## src/rtl/ps2_host_tx.sv

```systemverilog
// Host-to-device PS/2 command transmitter: inhibits the bus, sends one byte with odd parity
// clocked by the device, then checks the device ACK. Drives the lines through open-drain enables.
module ps2_host_tx #(
  parameter int unsigned INHIBIT_CYCLES = 10_000,
  parameter int unsigned TIMEOUT_CYCLES = 2_000_000
) (
  input  logic       clk,
  input  logic       rst,
  input  logic [7:0] tx_data,
  input  logic       tx_valid,
  output logic       tx_ready,
  output logic       busy,
  output logic       done,
  output logic       err,
  input  logic       ps2_clk_i,
  input  logic       ps2_data_i,
  output logic       ps2_clk_oe,
  output logic       ps2_data_oe
);

  localparam int unsigned CNT_MAX = (INHIBIT_CYCLES > TIMEOUT_CYCLES) ? INHIBIT_CYCLES
                                                                       : TIMEOUT_CYCLES;
  localparam int unsigned CNT_W   = $clog2(CNT_MAX + 1);
  localparam logic [CNT_W-1:0] INHIBIT_LAST = CNT_W'(INHIBIT_CYCLES - 1);
  localparam logic [CNT_W-1:0] TIMEOUT_LAST = CNT_W'(TIMEOUT_CYCLES - 1);

  typedef enum logic [2:0] {
    S_IDLE,
    S_INHIBIT,
    S_START,
    S_BITS,
    S_WAIT_ACK,
    S_WAIT_IDLE
  } state_e;

  state_e           state_q, state_d;
  logic [CNT_W-1:0] cnt_q, cnt_d;
  logic [3:0]       bit_cnt_q, bit_cnt_d;
  logic [7:0]       data_q, data_d;
  logic             par_q, par_d;
  logic             data_oe_q, data_oe_d;
  logic             done_q, done_d;
  logic             err_q, err_d;

  logic clk_meta_q, clk_meta_d;
  logic clk_sync_q, clk_sync_d;
  logic clk_prev_q, clk_prev_d;
  logic data_meta_q, data_meta_d;
  logic data_sync_q, data_sync_d;

  logic fall;

  always_comb begin
    clk_meta_d  = ps2_clk_i;
    clk_sync_d  = clk_meta_q;
    clk_prev_d  = clk_sync_q;
    data_meta_d = ps2_data_i;
    data_sync_d = data_meta_q;
  end

  assign fall = clk_prev_q & ~clk_sync_q;

  always_comb begin
    // NOTE: every variable gets a default first so no path leaves one unassigned (no latches).
    state_d   = state_q;
    cnt_d     = cnt_q;
    bit_cnt_d = bit_cnt_q;
    data_d    = data_q;
    par_d     = par_q;
    data_oe_d = data_oe_q;
    done_d    = 1'b0;
    err_d     = 1'b0;

    unique case (state_q)
      S_IDLE: begin
        data_oe_d = 1'b0;
        if (tx_valid) begin
          data_d  = tx_data;
          par_d   = ~^tx_data;
          cnt_d   = '0;
          state_d = S_INHIBIT;
        end
      end

      S_INHIBIT: begin
        if (cnt_q == INHIBIT_LAST) begin
          data_oe_d = 1'b1;
          state_d   = S_START;
        end else begin
          cnt_d = cnt_q + CNT_W'(1);
        end
      end

      S_START: begin
        data_oe_d = 1'b1;
        cnt_d     = '0;
        bit_cnt_d = '0;
        state_d   = S_BITS;
      end

      S_BITS: begin
        if (fall) begin
          cnt_d     = '0;
          bit_cnt_d = bit_cnt_q + 4'd1;
          // Fall n puts bit n-1 on the line; fall 9 parity, fall 10 releases for the stop bit.
          if (bit_cnt_q < 4'd8) begin
            data_oe_d = ~data_q[bit_cnt_q[2:0]];
          end else if (bit_cnt_q == 4'd8) begin
            data_oe_d = ~par_q;
          end else begin
            data_oe_d = 1'b0;
            state_d   = S_WAIT_ACK;
          end
        end else if (cnt_q == TIMEOUT_LAST) begin
          data_oe_d = 1'b0;
          err_d     = 1'b1;
          state_d   = S_IDLE;
        end else begin
          cnt_d = cnt_q + CNT_W'(1);
        end
      end

      S_WAIT_ACK: begin
        data_oe_d = 1'b0;
        if (fall) begin
          cnt_d = '0;
          if (!data_sync_q) begin
            state_d = S_WAIT_IDLE;
          end else begin
            err_d   = 1'b1;
            state_d = S_IDLE;
          end
        end else if (cnt_q == TIMEOUT_LAST) begin
          err_d   = 1'b1;
          state_d = S_IDLE;
        end else begin
          cnt_d = cnt_q + CNT_W'(1);
        end
      end

      S_WAIT_IDLE: begin
        data_oe_d = 1'b0;
        if (clk_sync_q && data_sync_q) begin
          done_d  = 1'b1;
          state_d = S_IDLE;
        end else if (fall) begin
          cnt_d = '0;
        end else if (cnt_q == TIMEOUT_LAST) begin
          err_d   = 1'b1;
          state_d = S_IDLE;
        end else begin
          cnt_d = cnt_q + CNT_W'(1);
        end
      end

      default: begin
        data_oe_d = 1'b0;
        state_d   = S_IDLE;
      end
    endcase
  end

  // NOTE: state registers use non-blocking assignments so every flop samples pre-edge values.
  always_ff @(posedge clk) begin
    if (!rst) begin
      state_q     <= S_IDLE;
      cnt_q       <= '0;
      bit_cnt_q   <= '0;
      data_q      <= '0;
      par_q       <= 1'b0;
      data_oe_q   <= 1'b0;
      done_q      <= 1'b0;
      err_q       <= 1'b0;
      // Idle bus level is high, so no spurious fall is seen right after reset.
      clk_meta_q  <= 1'b1;
      clk_sync_q  <= 1'b1;
      clk_prev_q  <= 1'b1;
      data_meta_q <= 1'b1;
      data_sync_q <= 1'b1;
    end else begin
      state_q     <= state_d;
      cnt_q       <= cnt_d;
      bit_cnt_q   <= bit_cnt_d;
      data_q      <= data_d;
      par_q       <= par_d;
      data_oe_q   <= data_oe_d;
      done_q      <= done_d;
      err_q       <= err_d;
      clk_meta_q  <= clk_meta_d;
      clk_sync_q  <= clk_sync_d;
      clk_prev_q  <= clk_prev_d;
      data_meta_q <= data_meta_d;
      data_sync_q <= data_sync_d;
    end
  end

  assign tx_ready    = (state_q == S_IDLE);
  assign busy        = (state_q != S_IDLE);
  assign done        = done_q;
  assign err         = err_q;
  assign ps2_clk_oe  = (state_q == S_INHIBIT) || (state_q == S_START);
  assign ps2_data_oe = data_oe_q;

endmodule
```

## config.mk

```make
export PLATFORM = sky130hd
export DESIGN_NAME = ps2_host_tx
export DESIGN_NICKNAME = d
export VERILOG_FILES = /design/src/rtl/ps2_host_tx.sv
export SDC_FILE = /design/constraint.sdc
export NUM_CORES = 1
export LEC_CHECK = 0
export BUFFER_PORTS_ARGS = -buffer_cell sky130_fd_sc_hd__buf_2
export CAP_MARGIN = 10
export CORE_ASPECT_RATIO = 1.1
export CORE_MARGIN = 3
export CORE_UTILIZATION = 60
export DETAILED_ROUTE_END_ITERATION = 8
export PLACE_DENSITY = 0.89
export SYNTH_ARGS = -nofsm -noshare
export SYNTH_HDL_FRONTEND = slang
export SYNTH_SLANG_ARGS = --single-unit
```

## constraint.sdc

```tcl
create_clock -name clk -period 5.7 [get_ports clk]
set_input_delay 1.71 -clock clk [delete_from_list [all_inputs] [get_ports clk]]
set_output_delay 1.71 -clock clk [all_outputs]
set_load 0.02 [all_outputs]
```

# Word level (Yosys, flattened, before mapping)

Index checks and enable logic that the tools add are counted.

Output and inout bits: 6
Word-level logic and storage cells: 86
Register bits: 45
Input bits: 13

Add/sub/neg operators: 2
Order comparisons: 2
Bitwise gates (word level): 4
Equal/unequal tests: 17
Muxes and demuxes: 34
Reduce and logical (&&, ||, !) cells: 14

Operators by type and width:

| operator                                                                 | number |
|---|---|
| 21-bit two-way mux                                                       | 5 |
| 21-bit case mux with 5 select lines                                      | 1 |
| 3-bit two-way mux                                                        | 10 |
| 21-bit by 1-bit adder with 21-bit output (second input constant)         | 1 |
| 21-bit by 14-bit equality test with 1-bit output (second input constant) | 1 |
| 21-bit equality test (second input constant)                             | 1 |
| 3-bit case mux with 6 select lines                                       | 1 |
| 1-bit two-way mux                                                        | 12 |
| 3-bit inequality test (second input constant)                            | 4 |
| 2-bit inequality test (second input constant)                            | 5 |
| 4-bit case mux with 2 select lines                                       | 1 |
| 2-bit AND reduction                                                      | 4 |
| 8-bit XNOR reduction                                                     | 1 |
| 3-bit by 2-bit equality test with 1-bit output (second input constant)   | 2 |
| 3-bit equality test (second input constant)                              | 2 |
| 1-bit case mux with 3 select lines                                       | 2 |
| 5-bit AND reduction                                                      | 1 |
| 5-bit nonzero test                                                       | 1 |
| 4-bit by 1-bit adder with 4-bit output (second input constant)           | 1 |
| 4-bit equality test (second input constant)                              | 1 |
| 3-bit by 4-bit < comparator with 1-bit output (second input constant)    | 1 |
| 4-bit < comparator (second input constant)                               | 1 |
| 4-bit two-way mux                                                        | 1 |
| 4-bit AND reduction                                                      | 1 |
| other kinds (10)                                                         | 12 |

# Logic depth before layout (Yosys ltp)

Depth in word-level cells: 6
Depth in mapped cells: 8
Mapped depth without buffers: 8

# Worst setup path before layout

Ideal clock, no wire load.

Path kind: register -> output
Start point: reg state_q[2]
End point: out busy
Required time: 3.990 ns
Slack: 2.622 ns
Path buffers: 1
Cell stages (with the launch flop): 4
Data arrival time: 1.368 ns
Cells stage by stage: dfxtp_1 > buf_2 > nor3_1 > inv_1

Cells in the longest elaborated chain, start to end: 1

Ends and longest elaborated chain:

| item                   | line | text |
|---|---|---|
| from (decl)            | 36   | `state_e state_q, state_d;` |
| from (signal assigned) | 181  | `state_q <= state_d;` |
| 3-bit nonzero test     | 198  | `assign busy = (state_q != S_IDLE);` |
| to (decl)              | 12   | `output logic busy,` |

Every way passes these cells.

==> out/metrics.cfg <==
[power_and_ir_drop]
p_total_w = 0.000707
leakagePower_nw = 0.920
peakVddDrop_mv = 0.171
p_per_area_mw_per_mm2 = 264

[sta]
whs_ps = 417
maxSlewViolCount = 0
slew_headroom = 0.273
timing.fmax_ghz = 0.297
period_needed_ps = 3360
grt_setup_unrepaired = false
fin_crit_sh = 0.590
fin_skew_ps = 8.15
finalHoldViolCount = 0
setup_tns_ps = 0
setup_viol = 0
worst_pin_slew_ps = 1090

[synth]
synth_area_mm2 = 0.00252
synth_top_family_by_area = simple AND/OR/NAND/NOR gates
synthTopCellsByCount = nand2_1, dfxtp_1, a21oi_1, nor2_1, nand3_1
synth.distinct_cells = 56
syn_area_per_cell_um2 = 8.02
syn_nets = 331
synthSimpleGateAreaFrac = 0.306
ys_seq_elements = 45
syn_inst = 315
yosysTopAreaCellShare = 0.357
synth_area_leader_cell = dfxtp_1
synth_compound_area_frac = 0.222
synth_area_leaders = dfxtp_1, nand2_1, a21oi_1
synth_warnings = 0
ys_seq_area_frac = 0.357
async_reset_ff_frac = 0
synthAdderAreaFrac = 0.0149
synth_edf_count = 0
synth.most_common_cell = nand2_1
synthMuxAreaShare = 0.0263
synth-main-ff-cell = dfxtp_1
synth_xor_area_frac = 0.0278

[finish]
fin_cells = 377
syn_to_final_growth_pct = 6.29
nets = 340
fin_area_mm2 = 0.00268
drive_gt1_frac = 0.120
fillCellCount = 346
antenna_cells = 0

[hold_path]
holdCritStartpoint = data_meta_q
whs_endpoint = data_sync_q
min_path_type = flop to flop
holdPathStages = 1

[worst_setup_path]
rr_worst_depth = 7
cp_slowest_stage_delay_ps = 650
slowest_stage = or4_1
r2r-end = cnt_q[11]
cp.buffers_inverters = 2
crit_path_end_kind = flop
worstPathRequired_ps = 5930
worstReg2RegStart = cnt_q[0]
arrival_ps = 3600
path_delay_family = buffers and inverters
r2r_slack_ps = 3240
crit_path_cell_trace = buf_2 > clkinv_1 > or4_1 > o21ai_1
cp-start-kind = primary input
path_class = primary input to flop
cp_max_fo = 41
startpoint = rst

[die]
num_rows = 24
initial_core_util = 0.632
dieArea_mm2 = 0.00502
die_height_um = 74.0
ios = 19
die_x_um = 67.9
core_area_mm2 = 0.00399

[routing]
first_iter_violations = 227
wl_um = 5460
post_drt_wl_per_cell_um = 14.5
drt_pre_antenna_iters = 4
ant_nets = 0
drc = 0
vias_per_cell = 6.20
via_count = 2336

[status]
status = completed

[clocking]
htree_num_levels = 2
cts_tree = built
clkLatencyLatePin_ps = 300
clk_pin_slew_worst_paths_ps = 90
cts_setup_buffers = 0
numCtsBuffers = 5
root_buffer = clkbuf_8
cts_resized = 0
clockBufferDepth = 2
clkSinkCount = 45
cts.hold.buffers_added = 0

[global_route]
grt_pass1_wl_um = 9670
grt_pass1_vias = 2271
use_met1 = 0.297
grtUsageMet2 = 0.425
busiest_layer = met2
antenna_found_initial = 0
grt_use_met3 = 0.0544
grt_start_max_net_pins = 42
gr-usage-all-layers = 0.246
grt_overflow = 0

[placement]
place_inst = 369
dp_hpwl_um = 3830
place_congestion = 0.967
place.port_buffers = 18
dpl_cell_area_mm2 = 0.00258

[run]
max-cap-violations = 0

-- logic make-up (layout without fill, tap and decap cells) --
group / Yosys count / count (layout)
simple gates: 146 / 146
compound gates: 87 / 87
flops: 45 / 45
buf+inv: 22 / 32
xor+xnor: 8 / 8
mux: 4 / 4
fa+ha+maj: 3 / 3
-- metal layers --
| metal | part of all wire | vias up |
|---|---|---|
| met5 | 0 | - |
| met4 | 0.014 | 0 |
| met3 | 0.043 | 6 |
| met2 | 0.51 | 61 |
| met1 | 0.44 | 1113 |
| li1 | - | 1156 |
-- flip-flops by register name, indices dropped and copies added, names as in the netlist --
name,flops
clk_prev_d,1
data_q,8
clk_meta_q,1
err,1
done,1
ps2_data_oe,1
par_q,1
data_sync_q,1
state_q,3
clk_prev_q,1
bit_cnt_q,4
data_meta_q,1
cnt_q,21
-- worst register-to-register path: cells and delay by family, from the launching register on --
family,cells,cell delay [ps]
flip-flops,1,400
AND/OR/NAND/NOR,4,1130
adder cells (fa/ha/maj),1,220
AO/OA/AOI/OAI,2,620
-- where the power goes --
group	switching, W	total (W)	internal (W)
logic	0.0000931	0.000151	0.0000574
clock network	0.000112	0.000213	0.000101
registers	0.0000168	0.000344	0.000327
total	0.000222	0.000707	0.000485
-- through the flow --
stage	setup WS (ps)	util
finish	2340	0.672
global route	2170	0.672
CTS	2330	0.672
detailed placement	2010	0.647
global placement	2080	0.647
floorplan	2620	-
-- cells in the final DEF, fill, tap and decap left out, types with 4 or more instances in the layout --
cell type / instances
nand2_1: 49
dfxtp_1: 45
a21oi_1: 35
nor2_1: 22
buf_2: 18
nand3_1: 12
nand2b_1: 11
o21ai_0: 11
or4_1: 10
nor3_1: 8
xnor2_1: 7
o22ai_1: 6
o211ai_1: 6
clkbuf_8: 6
inv_1: 5
nand4_1: 5
nand4b_1: 4
o21ai_1: 4
and3_1: 4
nand3b_1: 4
a21boi_1: 4
-- area by class of cell --
class                           instances  area, um2  area share
Multi-Input combinational cell        248       1510       0.561
Sequential cell                        45        901       0.336
Timing Repair Buffer                   18       90.1      0.0336
Clock buffer                            6       82.6      0.0308
Tap cell                               52       65.1      0.0242
Inverter                                6       22.5     0.00839
Clock inverter                          2       17.5     0.00653
-- how the worst max path moves through the flow --
stage | end | depth (start not counted)
floorplan | busy | 3
global placement | cnt_q[19] | 4
detailed placement | cnt_q[19] | 4
CTS | cnt_q[18] | 4
global route | cnt_q[18] | 4
finish | cnt_q[18] | 4
No activity file was read; power rests on OpenSTA's default activity.
